File: config.mk
export PLATFORM = sky130hd
export DESIGN_NAME = clksel_sequencer
export DESIGN_NICKNAME = d
export VERILOG_FILES = /design/src/rtl/clksel_sequencer_pkg.sv /design/src/rtl/clksel_sequencer_sync_edge_det.sv /design/src/rtl/clksel_sequencer.sv
export SDC_FILE = /design/constraint.sdc
export NUM_CORES = 1
export LEC_CHECK = 0
export ABC_AREA = 1
export BUFFER_PORTS_ARGS = -buffer_cell sky130_fd_sc_hd__buf_2
export CAP_MARGIN = 20
export CORE_UTILIZATION = 50
export DETAILED_ROUTE_END_ITERATION = 6
export PLACE_DENSITY = 0.73
export SLEW_MARGIN = 20
export SYNTH_ARGS = -nofsm -noshare
export SYNTH_HDL_FRONTEND = slang
export SYNTH_SLANG_ARGS = --single-unit
File: constraint.sdc
create_clock -name hsclk -period 2.05 [get_ports hsclk]
set_input_delay 0.1025 -clock hsclk [delete_from_list [all_inputs] [get_ports hsclk]]
set_output_delay 0.1025 -clock hsclk [all_outputs]
set_load 0.02 [all_outputs]
File: src/rtl/clksel_sequencer_pkg.sv
// Shared constants for the CPU clock-source hand-over sequencer.
// Holds the state encoding, the divide-select encoding and the default parameter values.
package clksel_sequencer_pkg;

  localparam logic [2:0] ST_LS_RUN     = 3'd0;
  localparam logic [2:0] ST_LS_STOP    = 3'd1;
  localparam logic [2:0] ST_DEAD_TO_HS = 3'd2;
  localparam logic [2:0] ST_HS_RUN     = 3'd3;
  localparam logic [2:0] ST_HS_STOP    = 3'd4;
  localparam logic [2:0] ST_DEAD_TO_LS = 3'd5;
  localparam logic [2:0] ST_WAIT_LS    = 3'd6;

  // The hs_phase period is 2*2^sel hsclk cycles.
  localparam logic [1:0] DIV_2  = 2'b00;
  localparam logic [1:0] DIV_4  = 2'b01;
  localparam logic [1:0] DIV_8  = 2'b10;
  localparam logic [1:0] DIV_16 = 2'b11;

  localparam int DEF_SYNC_STAGES = 2;
  localparam int DEF_DEAD_CYCLES = 2;
  localparam int DEF_MIN_DWELL   = 4;

  function automatic logic is_hs_clocked(input logic [2:0] st);
    return (st == ST_HS_RUN) || (st == ST_HS_STOP);
  endfunction

  function automatic logic is_run_state(input logic [2:0] st);
    return (st == ST_LS_RUN) || (st == ST_HS_RUN);
  endfunction

endpackage

File: src/rtl/clksel_sequencer_sync_edge_det.sv
// Multi-flop synchroniser for an asynchronous level, with rise/fall pulses
// derived from the last synchronised stage and its one-cycle-delayed copy.
module clksel_sequencer_sync_edge_det #(
  parameter int STAGES = 2
) (
  input  logic clk_i,
  input  logic reset_i,
  input  logic d_i,
  output logic sync_o,
  output logic rise_o,
  output logic fall_o
);

  logic [STAGES-1:0] chain_q;
  logic              prev_q;

  always_ff @(posedge clk_i) begin
    if (reset_i) begin
      chain_q <= '0;
      prev_q  <= 1'b0;
    end else begin
      chain_q <= {chain_q[STAGES-2:0], d_i};
      prev_q  <= chain_q[STAGES-1];
    end
  end

  assign sync_o = chain_q[STAGES-1];
  assign rise_o = ~prev_q & chain_q[STAGES-1];
  assign fall_o = prev_q & ~chain_q[STAGES-1];

endmodule

File: src/rtl/clksel_sequencer.sv
// Glitch-free CPU clock hand-over between phi0 (low speed) and divided hsclk (high speed).
// Gates only close while their source is low and both stay shut for DEAD_CYCLES between sources.
module clksel_sequencer
  import clksel_sequencer_pkg::*;
#(
  parameter int SYNC_STAGES = DEF_SYNC_STAGES,
  parameter int DEAD_CYCLES = DEF_DEAD_CYCLES,
  parameter int MIN_DWELL   = DEF_MIN_DWELL
) (
  input  logic       hsclk,
  input  logic       reset,
  input  logic       lsclk_in,
  input  logic       hs_req,
  input  logic       enable,
  input  logic [1:0] hsclk_div_sel,
  output logic       ls_gate_en,
  output logic       hs_gate_en,
  output logic       hs_phase,
  output logic       hs_active,
  output logic       busy,
  output logic [2:0] state_dbg_o,
  output logic [1:0] ls_edge_dbg_o
);

  localparam logic [2:0] DEAD_LAST  = 3'(DEAD_CYCLES - 1);
  localparam logic [3:0] DWELL_LOAD = 4'(MIN_DWELL);

  logic [2:0] state_q, state_d;
  logic [3:0] div_cnt_q, div_cnt_d;
  logic [1:0] div_sel_q, div_sel_d;
  logic [3:0] dwell_q, dwell_d;
  logic [2:0] dead_q, dead_d;
  logic       ls_gate_q, hs_gate_q, hs_phase_q, hs_active_q, busy_q;

  logic       ls_s, ls_rise, ls_fall;
  logic       want_hs, dwell_done, phase_fall, in_dead_d;
  logic [3:0] div_cnt_inc;

  clksel_sequencer_sync_edge_det #(
    .STAGES (SYNC_STAGES)
  ) u_ls_sync (
    .clk_i   (hsclk),
    .reset_i (reset),
    .d_i     (lsclk_in),
    .sync_o  (ls_s),
    .rise_o  (ls_rise),
    .fall_o  (ls_fall)
  );

  assign want_hs     = hs_req & enable;
  assign dwell_done  = (dwell_q == 4'd0);
  assign div_cnt_inc = div_cnt_q + 4'd1;
  // hs_phase is currently high and drops on this edge: the HS source is about to go low.
  assign phase_fall  = hs_phase_q & ~div_cnt_inc[div_sel_q];

  always_comb begin
    state_d = state_q;
    case (state_q)
      ST_LS_RUN:     if (want_hs && dwell_done) state_d = ST_LS_STOP;
      ST_LS_STOP: begin
        if (!want_hs)     state_d = ST_LS_RUN;
        else if (ls_fall) state_d = ST_DEAD_TO_HS;
      end
      ST_DEAD_TO_HS: if (dead_q == DEAD_LAST) state_d = ST_HS_RUN;
      ST_HS_RUN:     if (!want_hs && dwell_done) state_d = ST_HS_STOP;
      ST_HS_STOP:    if (phase_fall) state_d = ST_DEAD_TO_LS;
      ST_DEAD_TO_LS: if (dead_q == DEAD_LAST) state_d = ST_WAIT_LS;
      ST_WAIT_LS:    if (ls_fall) state_d = ST_LS_RUN;
      default:       state_d = ST_LS_RUN;
    endcase
  end

  always_comb begin
    in_dead_d = (state_d == ST_DEAD_TO_HS) || (state_d == ST_DEAD_TO_LS);
    dead_d    = (in_dead_d && state_d == state_q) ? dead_q + 3'd1 : 3'd0;

    // An abort from LS_STOP back to LS_RUN does not restart the dwell window.
    dwell_d = (dwell_q != 4'd0) ? dwell_q - 4'd1 : 4'd0;
    if ((state_d == ST_LS_RUN && state_q != ST_LS_RUN && state_q != ST_LS_STOP) ||
        (state_d == ST_HS_RUN && state_q != ST_HS_RUN))
      dwell_d = DWELL_LOAD;

    div_cnt_d = div_cnt_q;
    div_sel_d = div_sel_q;
    if (state_d == ST_HS_RUN && state_q != ST_HS_RUN) begin
      div_cnt_d = 4'd0;
      div_sel_d = hsclk_div_sel;
    end else if (is_hs_clocked(state_q)) begin
      div_cnt_d = div_cnt_inc;
    end
  end

  always_ff @(posedge hsclk) begin
    if (reset) begin
      state_q     <= ST_LS_RUN;
      div_cnt_q   <= 4'd0;
      div_sel_q   <= DIV_2;
      dwell_q     <= 4'd0;
      dead_q      <= 3'd0;
      ls_gate_q   <= 1'b1;
      hs_gate_q   <= 1'b0;
      hs_phase_q  <= 1'b0;
      hs_active_q <= 1'b0;
      busy_q      <= 1'b0;
    end else begin
      state_q     <= state_d;
      div_cnt_q   <= div_cnt_d;
      div_sel_q   <= div_sel_d;
      dwell_q     <= dwell_d;
      dead_q      <= dead_d;
      ls_gate_q   <= (state_d == ST_LS_RUN) || (state_d == ST_LS_STOP);
      hs_gate_q   <= is_hs_clocked(state_d);
      hs_phase_q  <= is_hs_clocked(state_d) & div_cnt_d[div_sel_d];
      hs_active_q <= is_hs_clocked(state_d) || (state_d == ST_DEAD_TO_LS);
      busy_q      <= ~is_run_state(state_d);
    end
  end

  assign ls_gate_en    = ls_gate_q;
  assign hs_gate_en    = hs_gate_q;
  assign hs_phase      = hs_phase_q;
  assign hs_active     = hs_active_q;
  assign busy          = busy_q;
  assign state_dbg_o   = state_q;
  assign ls_edge_dbg_o = {ls_rise, ls_fall};

endmodule
==> metrics.md <==
| Metric | Value |
|---|---|
| Status | `finished, violations left` |
| Failing checks | `design-rule violations` |
| Final instance area | `1430 µm²` |
| IO buf count | `16` |
| Comb power frac | `0.240` |
| H-Tree Depth | `1` |
| Sequential power share | `0.515` |
| Routed wire length | `2580 µm` |
| Synthesized area | `1300 µm²` |
| Starting Density | `0.525` |
| Pwr/cell area | `725 nW/µm²` |
| Post-layout minimum cycle time | `1860 ps` |
| Post-DP HPWL | `2080 µm` |
| Vias in the first global route | `1033` |
| Die span in x | `53.0 µm` |
| Hold crit path type | `in2reg` |
| Arr. time, crit path | `2070 ps` |
| Sw Share | `0.320` |
| Top Ports | `17` |
| Gpl congestion | `0.933` |
| Final Cycle Share | `0.910` |
| DR vias/cell | `5.10` |
| Max frequency | `536 MHz` |
| RSZ-0062 raised after global routing | `no` |
| Top cells by area, synth | `dfxtp_1 37%, nand2_1 14%, nor2_1 12%, inv_1 8.1%, nand3_1 6.2%` |
| Nets@finish | `227` |
| Drt first pass iters | `6` |
| First-pass GRT wire length | `4290 µm` |
| Placement Cell Area | `1380 µm²` |
| Core Region | `2480 µm²` |
| Sw power | `0.331 mW` |
| Congestion Overflow GR | `0` |
| Die Y | `53.0 µm` |
| Slew Limit Fails | `0` |
| Number of remaining DRC errors | `1` |
| Slew margin rel. | `0.708` |
| Worst path required time | `2260 ps` |
| Leakage | `0.771 nW` |
| TritonCTS clock tree | `built` |
| # rows | `18` |
| Max IR drop VDD | `0.718 mV` |
| Utilization after layout | `0.575` |
| Worst Setup Start Kind | `flop` |
| CP max FO | `11` |
| Placed Cells | `240` |
| Kind of critical path | `reg2reg` |
| Worst hold slack | `48.2 ps` |
| Layout area overhead | `9.62%` |
| Drt wl/cell | `10.5 µm` |
| Largest net degree at the start of global routing | `15` |
| Yosys warning count | `0` |
| Clock root buffer | `clkbuf_4` |
| ANT cells | `0` |
| Share of the synthesized area in the top cell type | `0.370` |
| Avg Cell Area, Syn | `6.53 µm²` |
| Cts bufs inserted | `3` |
| Final ANT Viol Nets | `0` |
| Crit. End Element | `flop` |
| Setup tns final | `0 ps` |
| Die Area | `2810 µm²` |
| Clk_lat worst skew | `320 ps` |
| Post-CTS Resized | `0` |
| Initial DRC Count | `38` |
| Part of the power in the clock network | `0.245` |
| Internal power | `0.702 mW` |
| Share of layout cells above drive strength 1 | `0.153` |
| Non-filler cells, final | `245` |
| Post-Syn Nets | `210` |
| GRT Resource Usage Total | `0.214` |
| Synthesized instance count | `199` |
| Max-Cap Viols | `0` |
| Synthesized flop and latch total | `24` |
| Hold Vio Cnt, Final | `0` |
| Clock skew | `4.69 ps` |
| Setup violations, final | `0` |
| Clock-pin slew on the worst setup and hold paths | `130 ps` |
| Worst-margin pin slew | `438 ps` |
| Synth cell types | `26` |
| Initial antenna violation count | `0` |
| Worst-case clock buffer depth | `2` |
| Clock sinks | `24` |
| Post-synthesis sequential area ratio | `0.370` |
| Vias | `1249` |
| Synth area leader | `dfxtp_1` |
-- synth_stat cells, drive strengths merged --
| master | instances |
|---|---|
| a211oi | 1 |
| a21oi | 3 |
| and3 | 1 |
| buf | 5 |
| clkbuf | 1 |
| clkinv | 1 |
| dfxtp | 24 |
| ha | 4 |
| inv | 31 |
| nand2 | 49 |
| nand3 | 18 |
| nand4 | 3 |
| nor2 | 43 |
| nor3 | 2 |
| o211ai | 1 |
| o21ai | 10 |
| xnor2 | 1 |
| xor2 | 1 |
-- power groups by stage --
stage	Sequential [mW]	Clock (mW)	Combinational [mW]
6_report	0.532	0.253	0.248
2_1_floorplan	0.539	0	0.196
4_1_cts	0.532	0.265	0.251
3_3_place_gp	0.540	0	0.237
3_5_place_dp	0.543	0	0.249
5_1_grt	0.536	0.279	0.289
-- timing repair --
action                                 4_1_cts  5_1_grt
buffers inserted                             0        0
endpoints found under the hold margin        1        0
hold buffers                                 1        0
setup endpoints to repair                    0        0
-- logic make-up after synthesis --
logic type,Yosys count,synth area share
AO/OA/AOI/OAI,15,0.0703
adder cells (fa/ha/maj),4,0.0385
XOR/XNOR,2,0.0135
flip-flops,24,0.370
AND/OR/NAND/NOR,116,0.379
buffers and inverters,38,0.129
-- layer usage --
metal,vias to the layer above,GRT usage,wire length (µm)
met2,46,0.338,1160
met1,554,0.277,1240
met5,-,0,0
li1,643,-,-
met4,0,0.101,44
met3,6,0.0402,133
-- registers in the layout, summed over array words and instances, names as in the netlist --
signal             count
hs_active              1
state_dbg_o            3
u_ls_sync.prev_q       1
busy                   1
u_ls_sync.chain_q      2
div_sel_q              2
hs_gate_en             1
div_cnt_q              4
ls_gate_en             1
dead_q                 3
hs_phase               1
dwell_q                4
-- placed cells by master, fill, tap and decap left out, drive strengths merged --
cell type | synthesis | final
a211oi | 1 | 1
a21oi | 3 | 3
and3 | 1 | 1
buf | 5 | 17
clkbuf | 1 | 4
clkinv | 1 | 1
dfxtp | 24 | 24
dlygate4sd3 | 0 | 1
ha | 4 | 4
inv | 31 | 31
nand2 | 49 | 49
nand3 | 18 | 18
nand4 | 3 | 3
nor2 | 43 | 43
nor3 | 2 | 2
o211ai | 1 | 1
o21ai | 10 | 10
xnor2 | 1 | 1
xor2 | 1 | 1
-- worst paths after layout --
| path | start | slack (ps) | endpoint | cells after the start |
|---|---|---|---|---|
| min reg2reg | u_ls_sync.chain_q[0] | 410 | u_ls_sync.chain_q[1] | 2 |
| max reg2reg | state_dbg_o[0] | 190 | hs_active | 11 |
| min | hsclk_div_sel[0] | 50 | div_sel_q[0] | 3 |
| max | state_dbg_o[0] | 190 | hs_active | 11 |
-- worst max-delay path, stage by stage (launching register included) --
cell      delay [ps]
dfxtp_1          610
inv_2            100
nand3_1          150
nand2_1           70
nand2_1           50
nand2_1           40
nor2_1           160
nand2_2          130
clkinv_2          70
nor2_1            50
o21ai_2          200
o21ai_0          120
-- cell type report --
type,instances,area [µm²]
clock buffer,4,36.3
timing repair buffer,18,97.6
tap,30,37.5
inverter,32,121
fill,254,1050
sequential,24,480
multi-input combinational,137,652
-- stage by stage --
step	setup slack [ps]	power, mW
after detailed placement	215	0.792
final	185	1.03
after floorplan	504	0.735
after global routing	68.4	1.10
after global placement	268	0.777
after CTS	192	1.05
(Power assumes the default switching activity.)
